$ cat src/rtl/uart_pkg.sv
// UART shared definitions: FSM state encoding, framing constants.
// Imported by the transmitter, its bit timer, and the receiver.
package uart_pkg;

  // Default bit period in i_Clock cycles (f_clk / baud).
  localparam int DEFAULT_CLKS_PER_BIT = 868;

  // 8N1 framing.
  localparam int START_BITS = 1;
  localparam int DATA_BITS  = 8;

  // 3-bit state encodings, common to both link directions.
  typedef enum logic [2:0] {
    S_IDLE    = 3'd0,
    S_START   = 3'd1,
    S_DATA    = 3'd2,
    S_STOP    = 3'd3,
    S_CLEANUP = 3'd4
  } uart_state_t;

endpackage

$ cat src/rtl/uart_bit_timer.sv
// Bit-period counter: counts 0..CLKS_PER_BIT-1 and holds there.
// Ports: i_Clock, i_Rst (async, high), i_Clear, o_Tick (at terminal count).
module uart_bit_timer
  import uart_pkg::*;
#(
  parameter int CLKS_PER_BIT = DEFAULT_CLKS_PER_BIT
) (
  input  logic i_Clock,
  input  logic i_Rst,
  input  logic i_Clear,
  output logic o_Tick
);

  localparam int CW =
    (CLKS_PER_BIT > 1) ? $clog2(CLKS_PER_BIT) : 1;
  localparam logic [CW-1:0] TC = CW'(CLKS_PER_BIT - 1);

  logic [CW-1:0] r_Count;

  assign o_Tick = (r_Count == TC);

  // Holds at terminal count until cleared; never wraps.
  always_ff @(posedge i_Clock or posedge i_Rst) begin
    if (i_Rst) begin
      r_Count <= '0;
    end else if (i_Clear) begin
      r_Count <= '0;
    end else if (!o_Tick) begin
      r_Count <= r_Count + 1'b1;
    end
  end

endmodule

$ cat src/rtl/uart_tx.sv
// UART 8N1 transmitter, configurable stop bits, registered line output.
// Ports: i_Clock, i_Rst (async, high), i_Tx_DV, i_Tx_Byte[7:0],
//        o_Tx_Ready, o_Tx_Active, o_Tx_Serial, o_Tx_Done.
module uart_tx
  import uart_pkg::*;
#(
  parameter int CLKS_PER_BIT = DEFAULT_CLKS_PER_BIT,
  parameter int STOP_BITS    = 1
) (
  input  logic       i_Clock,
  input  logic       i_Rst,
  input  logic       i_Tx_DV,
  input  logic [7:0] i_Tx_Byte,
  output logic       o_Tx_Ready,
  output logic       o_Tx_Active,
  output logic       o_Tx_Serial,
  output logic       o_Tx_Done
);

  localparam logic [2:0] LAST_DATA = 3'(DATA_BITS - 1);
  localparam logic [2:0] LAST_STOP = 3'(STOP_BITS - 1);

  uart_state_t r_State;
  logic [7:0]  r_Tx_Data;
  logic [2:0]  r_Bit;
  logic        w_Tick;
  logic        w_Clear;

  // Timer restarts in idle/cleanup and at every bit boundary.
  assign w_Clear = (r_State == S_IDLE)
                 || (r_State == S_CLEANUP)
                 || w_Tick;

  assign o_Tx_Ready = (r_State == S_IDLE);

  uart_bit_timer #(
    .CLKS_PER_BIT(CLKS_PER_BIT)
  ) u_timer (
    .i_Clock(i_Clock),
    .i_Rst  (i_Rst),
    .i_Clear(w_Clear),
    .o_Tick (w_Tick)
  );

  // Outputs are registered, so they trail the state by one edge.
  always_ff @(posedge i_Clock or posedge i_Rst) begin
    if (i_Rst) begin
      r_State     <= S_IDLE;
      r_Tx_Data   <= '0;
      r_Bit       <= '0;
      o_Tx_Serial <= 1'b1;
      o_Tx_Active <= 1'b0;
      o_Tx_Done   <= 1'b0;
    end else begin
      case (r_State)
        S_IDLE: begin
          o_Tx_Serial <= 1'b1;
          o_Tx_Active <= 1'b0;
          o_Tx_Done   <= 1'b0;
          r_Bit       <= '0;
          if (i_Tx_DV) begin
            r_Tx_Data <= i_Tx_Byte;
            r_State   <= S_START;
          end
        end
        S_START: begin
          o_Tx_Serial <= 1'b0;
          o_Tx_Active <= 1'b1;
          if (w_Tick) begin
            r_State <= S_DATA;
          end
        end
        S_DATA: begin
          o_Tx_Serial <= r_Tx_Data[r_Bit];
          o_Tx_Active <= 1'b1;
          if (w_Tick) begin
            if (r_Bit == LAST_DATA) begin
              r_Bit   <= '0;
              r_State <= S_STOP;
            end else begin
              r_Bit <= r_Bit + 1'b1;
            end
          end
        end
        S_STOP: begin
          // r_Bit is reused to count stop bits.
          o_Tx_Serial <= 1'b1;
          o_Tx_Active <= 1'b1;
          if (w_Tick) begin
            if (r_Bit == LAST_STOP) begin
              r_Bit   <= '0;
              r_State <= S_CLEANUP;
            end else begin
              r_Bit <= r_Bit + 1'b1;
            end
          end
        end
        S_CLEANUP: begin
          o_Tx_Serial <= 1'b1;
          o_Tx_Active <= 1'b0;
          o_Tx_Done   <= 1'b1;
          r_State     <= S_IDLE;
        end
        default: begin
          o_Tx_Serial <= 1'b1;
          o_Tx_Active <= 1'b0;
          o_Tx_Done   <= 1'b0;
          r_Bit       <= '0;
          r_State     <= S_IDLE;
        end
      endcase
    end
  end

endmodule

$ cat config.mk
export PLATFORM = sky130hd
export DESIGN_NAME = uart_tx
export DESIGN_NICKNAME = d
export VERILOG_FILES = /design/src/rtl/uart_pkg.sv /design/src/rtl/uart_bit_timer.sv /design/src/rtl/uart_tx.sv
export SDC_FILE = /design/constraint.sdc
export NUM_CORES = 1
export LEC_CHECK = 0
export CORE_MARGIN = 5
export CORE_UTILIZATION = 59
export CTS_CLUSTER_DIAMETER = 200
export DETAILED_ROUTE_END_ITERATION = 10
export MAX_ROUTING_LAYER = met4
export PLACE_DENSITY = 0.86
export SETUP_SLACK_MARGIN = 0.15
export SYNTH_ARGS = -nofsm -noshare
export SYNTH_HDL_FRONTEND = slang
export SYNTH_SLANG_ARGS = --single-unit
$ cat constraint.sdc
create_clock -name i_Clock -period 3.9 [get_ports i_Clock]
set_input_delay 0.78 -clock i_Clock [delete_from_list [all_inputs] [get_ports i_Clock]]
set_output_delay 0.78 -clock i_Clock [all_outputs]
set_load 0.01 [all_outputs]
# Yosys cells after proc, flatten, opt, wreduce, memory -nomap -nowiden
# Index checks and enable logic that the tools add are counted.
dict set report totals {
  latchBits 0
  ramBits 0
  romBits 0
  ff_bits 27
  output_inout_bits 4
  mem_count 0
  wordCells 52
}
dict set report classes {
  muxes 19
  shifts 0
  div_mod_pow 0
  eq_ne 13
  reduce_logical 9
  bitwise_logic 1
  add_sub_neg 2
  multipliers 0
  n_lt_le_gt_ge 1
}
# cell count
set op_table {}
lappend op_table {{3-bit 2-to-1 mux} 10}
lappend op_table {{10-bit 2-to-1 mux} 2}
lappend op_table {{2-bit inequality test (second input constant)} 6}
lappend op_table {{3-bit one-hot mux with 4 select lines} 1}
lappend op_table {{10-bit by 1-bit adder with 10-bit output (second input constant)} 1}
lappend op_table {{10-bit equality test (second input constant)} 1}
lappend op_table {{3-bit one-hot mux with 3 select lines} 1}
lappend op_table {{3-bit by 2-bit equality test with 1-bit output (second input constant)} 2}
lappend op_table {{3-bit equality test (second input constant)} 2}
lappend op_table {{3-bit logical NOT} 2}
lappend op_table {{6-bit AND reduction} 1}
lappend op_table {{3-bit by 4-bit < comparator with 1-bit output (second input constant)} 1}
lappend op_table {{1-bit one-hot mux with 2 select lines} 2}
lappend op_table {{3-bit by 1-bit adder with 3-bit output (second input constant)} 1}
lappend op_table {{1-bit binary-select mux with 3-bit select} 1}
lappend op_table {{3-bit by 1-bit equality test with 1-bit output (second input constant)} 1}
lappend op_table {{3-bit AND reduction} 1}
lappend op_table {{3-bit OR reduction} 1}
lappend op_table {{1-bit logical OR} 2}
lappend op_table {{1-bit 2-to-1 mux} 2}
lappend op_table {{2-bit by 1-bit inequality test with 1-bit output (second input constant)} 1}
lappend op_table {{2-bit AND reduction} 1}
lappend op_table {{2-bit OR reduction} 1}
lappend op_table {{1-bit inverter} 1}

# Logic depth before layout (Yosys ltp)
# Gate-level depths: netlist of the first run.
dict set report depth {
  depth_word 4
  depth_mapped 7
  ltp_nobuf 6
}

# By module
# From an unflattened synthesis of the first run, not the netlist that was laid out.
dict set report hier_totals {
  cells_unflattened 134
  hier_area_um2 1466.4
}
# module area_per_inst_um2 cells_each n_inst
set modules_own_cells {}
lappend modules_own_cells {uart_tx 914.6 80 1}
lappend modules_own_cells {uart_bit_timer 551.8 54 1}

# Least setup slack after synthesis of the first run
# Ideal clock, no wire load.
dict set report synth_timing {
  kind {register to register}
  start {reg u_timer.r_Count[0]}
  end {reg r_State[0]}
  required_ns 3.778
  stages_incl_launch_ff 6
  setup_ns 0.122
  arrival_ns 1.535
  period_less_slack_ns 1.656
  slack_ns 2.244
  path_buffers 0
  cell_sequence {dfrtp_1 ha_1 and3b_1 and3b_2 mux2_2 a32o_1}
}
dict set report synth_via {
  elab_chain_cells 3
  elab_cells_between_ends 5
}
# item line_no
set synth_rtl {}
lappend synth_rtl {{from (decl)} uart_bit_timer.sv:18} ;# logic [CW-1:0] r_Count;
lappend synth_rtl {{from (signal assigned)} uart_bit_timer.sv:29} ;# r_Count <= r_Count + 1'b1;
lappend synth_rtl {{10-bit equality test (*)} uart_bit_timer.sv:20} ;# assign o_Tick = (r_Count == TC);
lappend synth_rtl {{2-bit inequality test (no line)} -}
lappend synth_rtl {{6-bit AND reduction (no line) (*)} -}
lappend synth_rtl {{to (signal assigned)} uart_tx.sv:48} ;# r_State <= S_IDLE;
lappend synth_rtl {{to (signal assigned)} uart_tx.sv:63} ;# r_State <= S_START;
lappend synth_rtl {{to (signal assigned)} uart_tx.sv:70} ;# r_State <= S_DATA;
lappend synth_rtl {{to (decl)} uart_tx.sv:23} ;# uart_state_t r_State;
# Mark *: on every way between the ends. The rest lies on a longest branch, timed or not.
# A chain may end at the register's enable or synchronous reset.

# Worst setup path in the final report of the first run
dict set report layout_timing {
  start {reg r_State[2]}
  end {out o_Tx_Ready}
}
dict set report layout_via {
  elab_chain_cells 1
}
# item line_no
set layout_rtl {}
lappend layout_rtl {{3-bit logical NOT} uart_tx.sv:34} ;# assign o_Tx_Ready = (r_State == S_IDLE);
lappend layout_rtl {{to (decl)} uart_tx.sv:14} ;# output logic o_Tx_Ready,
# Every way passes these cells.

==> results of run 1 <==
-- final cells by class --
type / instances / share of cell area (%)
clock buffers: 4 / 1.67
inverters: 8 / 1.91
multi-input cells: 85 / 42.2
flip-flops and latches: 27 / 43.1
well taps: 28 / 2.23
repair buffers: 14 / 8.92
-- routing by layer --
metal  wire [µm]  track usage [%]
met5           0                -
met4          18             7.12
met3         120             2.41
met2        1210             26.6
met1        1120             20.5
-- worst paths after layout --
path	startpoint	endpoint	slack, ps
max	r_State[2]	o_Tx_Ready	1290
min	u_timer.r_Count[0]	u_timer.r_Count[0]	490
max reg2reg	r_Bit[0]	r_State[0]	2110
min reg2reg	u_timer.r_Count[0]	u_timer.r_Count[0]	490
max in group asynchronous	i_Rst	u_timer.r_Count[5]	2330
min in group asynchronous	i_Rst	u_timer.r_Count[0]	980
-- critical path: cells and delay by family (launching register included) --
kind,cells,cell delay [ps]
buffers and inverters,1,600
flip-flops,1,570
AND/OR/NAND/NOR,1,340
-- report_power, final --
group	internal, W	switching (W)	leakage, nW
sequential	0.000340	0.0000504	0.338
clock	0.0000400	0.0000803	0.0150
combinational	0.0000856	0.0000599	0.344
total	0.000465	0.000191	0.697
-- state kept, by name, indices dropped and copies added, names as in the netlist --
signal / cells
r_State: 3
u_timer.r_Count: 10
o_Tx_Active: 1
o_Tx_Done: 1
o_Tx_Serial: 1
r_Tx_Data: 8
r_Bit: 3
-- per-stage QoR --
| step | cells | util, % | instance area, µm² | setup WS (ps) |
|---|---|---|---|---|
| after detailed placement | 162 | 69.2 | 1550 | 1690 |
| final | 166 | 70.4 | 1570 | 1290 |
| after floorplan | 125 | - | 1390 | 2240 |
| after global placement | 162 | 69.2 | 1550 | 1700 |
| after CTS | 166 | 70.4 | 1570 | 1300 |
| after global routing | 166 | 70.4 | 1570 | 1220 |
-- cells by family (layout without fill, tap and decap cells) --
kind of cell | after synthesis | after routing | share of synthesized area [%]
AO/OA/AOI/OAI | 14 | 14 | 7.64
AND/OR/NAND/NOR | 45 | 45 | 18.8
XOR/XNOR | 9 | 9 | 5.66
adder cells (fa/ha/maj) | 4 | 4 | 3.59
flip-flops | 27 | 27 | 48.6
buffers and inverters | 13 | 26 | 3.77
multiplexers | 13 | 13 | 11.9
-- Yosys cell counts (2+ instances only) --
cell	number	area share (%)
sky130_fd_sc_hd__nor3_1	3	1.1
sky130_fd_sc_hd__dfrtp_1	26	47
sky130_fd_sc_hd__inv_1	8	2.2
sky130_fd_sc_hd__clkbuf_1	2	0.54
sky130_fd_sc_hd__mux4_2	2	3.2
sky130_fd_sc_hd__nand2_1	10	2.7
sky130_fd_sc_hd__buf_2	3	1.1
sky130_fd_sc_hd__a31oi_1	3	1.3
sky130_fd_sc_hd__nand3_1	4	1.4
sky130_fd_sc_hd__ha_1	4	3.6
sky130_fd_sc_hd__xor2_1	4	2.5
sky130_fd_sc_hd__o21ai_0	2	0.72
sky130_fd_sc_hd__xnor2_1	5	3.1
sky130_fd_sc_hd__mux2_2	9	7.3
sky130_fd_sc_hd__nor2_1	14	3.8
sky130_fd_sc_hd__mux2i_1	2	1.4
==> impl_summary.log, run 1 <==
[metrics] Remaining DRCs: 0
[metrics] count of boundary I/O pins: 15
[metrics] kind of critical path: register to primary output
[metrics] Max clock buf depth: 2
[metrics] worst hold slack across all endpoints: 490 ps
[metrics] fin. max-slew vios: 0
[metrics] arrival time of data at the critical path endpoint: 1830 ps
[metrics] largest net degree at the start of global routing: 28
[metrics] ratio of final minimum period to clock period: 66.9%
[metrics] via count of the first global-routing pass: 935
[metrics] crit path launch type: register
[metrics] Slew headroom: 33.6%
[metrics] fraction of final layout cells with drive strength greater than 1: 14.5%
[metrics] area occupied by multi-input gates: 663 µm²
[metrics] register area: 677 µm²
[metrics] number of cells on the worst reg-to-reg path: 6
[metrics] depth of the worst hold-timing path: 1
[metrics] total core area: 0.00223 mm²
[metrics] routed wire length per instance: 14.9 µm
[metrics] CTS sink cnt: 27
[metrics] postcts setup bufs: 0
[metrics] flops & latches, synth: 27
[metrics] clock buffers created by TritonCTS: 3
[metrics] Die ar.: 0.00343 mm²
[metrics] cell at the root of the clock tree: sky130_fd_sc_hd__clkbuf_4
[metrics] worst-path cell with the longest stage delay: sky130_fd_sc_hd__clkdlybuf4s50_1
[metrics] clock insertion delay at the later pin of the skew report: 320 ps
[metrics] EDFF count, synth: 0
[metrics] final sum of negative setup slack: 0 ps
[metrics] static power due to leakage: 0.697 nW
[metrics] post-synthesis net count: 140
[metrics] Crit path largest cell delay: 600 ps
[metrics] area grow syn2layout: 12.8%
[metrics] 1st-pass router iterations: 4
[metrics] sequential cell area fraction in the yosys report: 48.6%
[metrics] HPWL after DPL: 1.80 mm
[metrics] port buffer count: 14
[metrics] count of final hold-check violations: 0
[metrics] class of the tightest hold or removal check: register to register
[metrics] post-synthesis average cell area: 11.1 µm²
[metrics] chip height: 58.6 µm
[metrics] final weighted congestion in routability-driven placement: 0.884
[metrics] # fillers: 167
[metrics] number of vias per cell after detailed routing: 5.81
[metrics] clock transition at the register clock pins on the worst setup and hold paths after CTS: 140 ps
[metrics] post-synthesis cell count: 125
[metrics] H-tree levels: 1
[metrics] ys async rst share: 100%
[metrics] predominant post-synthesis flop cell: sky130_fd_sc_hd__dfrtp_1
[metrics] slew of the pin with the lowest slew margin: 994 ps
[metrics] die span in x: 58.6 µm
[metrics] Overall Global Routing Usage: 16.4%
[metrics] first-pass GRT wire length: 4.20 mm
[metrics] hold bufs inserted after CTS: 0
[metrics] antenna violations before repair: 0
[metrics] most common cell after layout, fill and taps aside: sky130_fd_sc_hd__dfrtp_1
[metrics] initial standard-cell utilization of the core: 62.4%
[metrics] ANT cells: 0
[metrics] total number of nets in the final design: 154
[metrics] Overflow after GRT: 0
[metrics] DR vias: 965
[metrics] CTS tree: done
[metrics] maximum clock frequency: 0.383 GHz
[metrics] required time of the critical path: 3120 ps
[metrics] clk_skew: 3.75 ps
[metrics] peak supply drop: 0.317 mV
[metrics] outcome: finished, final reports clean
[metrics] Final Critical Period: 2610 ps
[metrics] final setup fails: 0
[metrics] Total Power: 0.000656 W
[metrics] post-synthesis instance area: 0.00139 mm²
[metrics] critical path, cell by cell: nor3_1 > clkdlybuf4s50_1
[metrics] distinct cell type count after synthesis: 40
[metrics] Max Cap Violations: 0
[metrics] Gates resized, CTS repair: 0
[metrics] RSZ-0062 raised after global routing: no
[metrics] antenna violation net count after detailed routing: 0
[metrics] wirelength, routed: 2.47 mm
[metrics] number of cell rows: 17
[metrics] number of design-rule violations left by the first detailed-router iteration: 11
[metrics] highest-count cells in the layout ignoring fill and taps: sky130_fd_sc_hd__dfrtp_1 (26), sky130_fd_sc_hd__nor2_1 (14), sky130_fd_sc_hd__clkdlybuf4s50_1 (14)
[metrics] nature of the critical path endpoint: primary output
[metrics] CP Max Fanout: 15
[metrics] number of warnings reported in the yosys synthesis log: 0
[metrics] power density over the cells: 417 mW/mm²
Power figures use the tool's default switching activity.
==> inputs of run 2 (changes only) <==
--- a/config.mk
+++ b/config.mk
@@ -6,11 +6,11 @@
 export NUM_CORES = 1
 export LEC_CHECK = 0
 export CORE_MARGIN = 5
-export CORE_UTILIZATION = 59
+export CORE_UTILIZATION = 55
 export CTS_CLUSTER_DIAMETER = 200
 export DETAILED_ROUTE_END_ITERATION = 10
 export MAX_ROUTING_LAYER = met4
-export PLACE_DENSITY = 0.86
+export PLACE_DENSITY = 0.81
 export SETUP_SLACK_MARGIN = 0.15
 export SYNTH_ARGS = -nofsm -noshare
 export SYNTH_HDL_FRONTEND = slang
==> constraint.sdc (replaced) <==
create_clock -name i_Clock -period 2.47 [get_ports i_Clock]
set_input_delay 0.494 -clock i_Clock [delete_from_list [all_inputs] [get_ports i_Clock]]
set_output_delay 0.494 -clock i_Clock [all_outputs]
set_load 0.01 [all_outputs]
==> impl_summary.log, run 2 (synthesis gave the netlist of run 1 again) <==
[metrics] outcome: finished, final reports clean
[metrics] fin. max-slew vios: 0 (unchanged)
[metrics] first-pass GRT wire length: 4.44 mm (+5.9%)
[metrics] routed wire length per instance: 14.5 µm (-2.7%)
[metrics] CP Max Fanout: 13 (-2)
[metrics] initial standard-cell utilization of the core: 56.7% (-5.6 points)
[metrics] required time of the critical path: 1980 ps (-1140 ps)
[metrics] Placed Area: 0.00156 mm² (+0.65%)
[metrics] sum of met3 wire segment lengths after detailed routing: 99 µm (-18%)
[metrics] Final Critical Period: 2160 ps
[metrics] via count of the first global-routing pass: 961 (+2.8%)
[metrics] last element of the critical path: o_Tx_Ready
[metrics] relative contribution of the clock network to total power: 17.9% (-0.4 points)
[metrics] 1st-pass router iterations: 4 (unchanged)
[metrics] flip-flop count of the largest register, all copies and words added: 10 (unchanged)
[metrics] clock buffers created by TritonCTS: 3 (unchanged)
[metrics] Overall Global Routing Usage: 16.7% (+0.29 points)
[metrics] cell at the root of the clock tree: sky130_fd_sc_hd__clkbuf_4
[metrics] timing startpoint of the critical path: r_State[0]
[metrics] hold bufs inserted after CTS: 0 (unchanged)
[metrics] final cell area excluding filler cells: 0.00159 mm² (+1.1%)
[metrics] Max clock buf depth: 2 (unchanged)
[metrics] largest net degree at the start of global routing: 18 (-36%)
[metrics] kind of critical path: register to primary output
[metrics] Max Cap Violations: 0 (unchanged)
[metrics] proportion of power drawn by combinational gates: 22.4% (+0.2 points)
[metrics] maximum clock frequency: 0.464 GHz
[metrics] Slew headroom: 71.2% (+38 points)
[metrics] port buffer count: 14 (unchanged)
[metrics] number of cell rows: 18 (+1)
[metrics] nature of the critical path endpoint: primary output
[metrics] clk_skew: 10.6 ps (+6.81 ps)
[metrics] critical path, cell by cell: nor3_2 > clkdlybuf4s50_1
[metrics] antenna violation net count after detailed routing: 0 (unchanged)
[metrics] H-tree levels: 1 (unchanged)
[metrics] fraction of final layout cells with drive strength greater than 1: 17.3% (+2.8 points)
[metrics] postcts setup bufs: 0 (unchanged)
[metrics] wirelength, routed: 2.45 mm (-0.97%)
[metrics] net load switching power: 0.000302 W (+59%)
[metrics] largest registers ranked by flip-flop count: u_timer.r_Count: 10 flops, r_Tx_Data: 8 flops
[metrics] crit path launch type: register
[metrics] final weighted congestion in routability-driven placement: 0.875 (-1.1%)
[metrics] Buf+Inv Stages, Crit Path: 1 (unchanged)
[metrics] area grow syn2layout: 14.1%
[metrics] slew of the pin with the lowest slew margin: 431 ps (-563 ps)
[metrics] antenna violations before repair: 0 (unchanged)
[metrics] arrival time of data at the critical path endpoint: 1660 ps (-170 ps)
[metrics] HPWL after DPL: 1.82 mm (+1.0%)
[metrics] most common cell after layout, fill and taps aside: sky130_fd_sc_hd__dfrtp_1
[metrics] number of design-rule violations left by the first detailed-router iteration: 32 (+21)
[metrics] reg2reg end: r_State[0]
[metrics] Crit path largest cell delay: 560 ps (-40 ps)
[metrics] final setup fails: 0 (unchanged)
[metrics] RSZ-0062 raised after global routing: no
[metrics] chip height: 60.3 µm (+3.0%)
[metrics] count of boundary I/O pins: 15 (unchanged)
[metrics] routed metal-1 wire length: 1.13 mm (+0.53%)
[metrics] peak supply drop: 0.475 mV (+50%)
[metrics] highest-count cells in the layout ignoring fill and taps: sky130_fd_sc_hd__dfrtp_1 (25), sky130_fd_sc_hd__nor2_1 (14), sky130_fd_sc_hd__clkdlybuf4s50_1 (14)
[metrics] DR WL met2: 1.20 mm (-0.75%)
[metrics] class of the tightest hold or removal check: input pin to asynchronous set/reset pin
[metrics] final sum of negative setup slack: 0 ps (unchanged)
[metrics] Internal Pwr Total: 0.000733 W (+58%)
[metrics] Largest Register: u_timer.r_Count
[metrics] ratio of final minimum period to clock period: 87.3%
[metrics] count of final hold-check violations: 0 (unchanged)
[metrics] Critical Path Stages: 2 (unchanged)
[metrics] power density over the cells: 652 mW/mm² (+56%)
[metrics] Reg-to-Reg Start: u_timer.r_Count[0]
[metrics] number of cells on the worst reg-to-reg path: 5 (-1)
[metrics] reg-to-reg setup timing slack: 720 ps (-1390 ps)
[metrics] Highest Signal Layer: met4
[metrics] Remaining DRCs: 0 (unchanged)
[metrics] clock transition at the register clock pins on the worst setup and hold paths after CTS: 150 ps (about the same)
[metrics] ANT cells: 0 (unchanged)
[metrics] worst-path cell with the longest stage delay: sky130_fd_sc_hd__dfrtp_1
[metrics] sw frac: 29.2% (+0.13 points)
[metrics] total core area: 0.00245 mm² (+9.9%)
[metrics] Overflow after GRT: 0 (unchanged)
[metrics] clock insertion delay at the later pin of the skew report: 320 ps (about the same)
[metrics] number of vias per cell after detailed routing: 5.75 (-1.1%)
[metrics] DR vias: 972 (+0.73%)
[metrics] CTS sink cnt: 27 (unchanged)
[metrics] sequential fraction of design power: 59.6% (about the same)
[metrics] total number of nets in the final design: 155 (+0.65%)
[metrics] CTS tree: done
[metrics] Die ar.: 0.00364 mm² (+6.0%)
[metrics] static power due to leakage: 0.704 nW (+1.0%)
[metrics] die span in x: 60.3 µm (+3.0%)
[metrics] crit-path leading delay family: flip-flops
==> run 2: area by class of cell <==
cell class              instances  area, µm²
multi-input cells              85        668
clock inverters                 1       5.00
clock buffers                   3       22.5
fillers                       195        866
inverters                       8       30.0
flip-flops and latches         27        678
well taps                      30       37.5
repair buffers                 15        148
==> run 2: how the worst min path moves through the flow <==
| stage | startpoint | to | slack [ps] | cells after the start |
|---|---|---|---|---|
| 2_1_floorplan | u_timer.r_Count[0] | u_timer.r_Count[0] | 450 | 1 |
| 3_3_place_gp | o_Tx_Done | o_Tx_Done | 470 | 2 |
| 3_5_place_dp | o_Tx_Done | o_Tx_Done | 470 | 2 |
| 4_1_cts | i_Rst | u_timer.r_Count[4] | 440 | 2 |
| 5_1_grt | i_Rst | u_timer.r_Count[4] | 460 | 2 |
| 6_report | i_Rst | u_timer.r_Count[4] | 430 | 2 |
==> run 2: stage by stage <==
stage          std cells  power [W]  setup slack [ps]  utilization [%]  hold slack, ps
3_3_place_gp         165   0.000840               645             63.4             471
6_report             169    0.00104               315             64.7             428
2_1_floorplan        125   0.000783               814                -             455
4_1_cts              169    0.00105               247             64.5             438
3_5_place_dp         165   0.000861               609             63.4             468
5_1_grt              169    0.00111               193             64.7             459
==> run 2: power by group through the flow <==
stage / Combinational [W] / Clock (W) / Sequential, W
5_1_grt: 0.000262 / 0.000212 / 0.000631
4_1_cts: 0.000237 / 0.000193 / 0.000617
2_1_floorplan: 0.000180 / 0 / 0.000603
3_5_place_dp: 0.000235 / 0 / 0.000627
6_report: 0.000232 / 0.000186 / 0.000618
3_3_place_gp: 0.000222 / 0 / 0.000618
==> run 2: timing repair <==
action / CTS / global route
resized for setup: 0 / 2
hold endpoints to repair: 0 / 0
endpoints found under the setup margin: 0 / 1
==> run 2: metal layers <==
layer | up-vias | global-route usage [%]
li1 | 469 | -
met3 | 2 | 3.24
met2 | 22 | 26.1
met4 | 0 | 4.75
met1 | 479 | 22.2
met5 | - | -
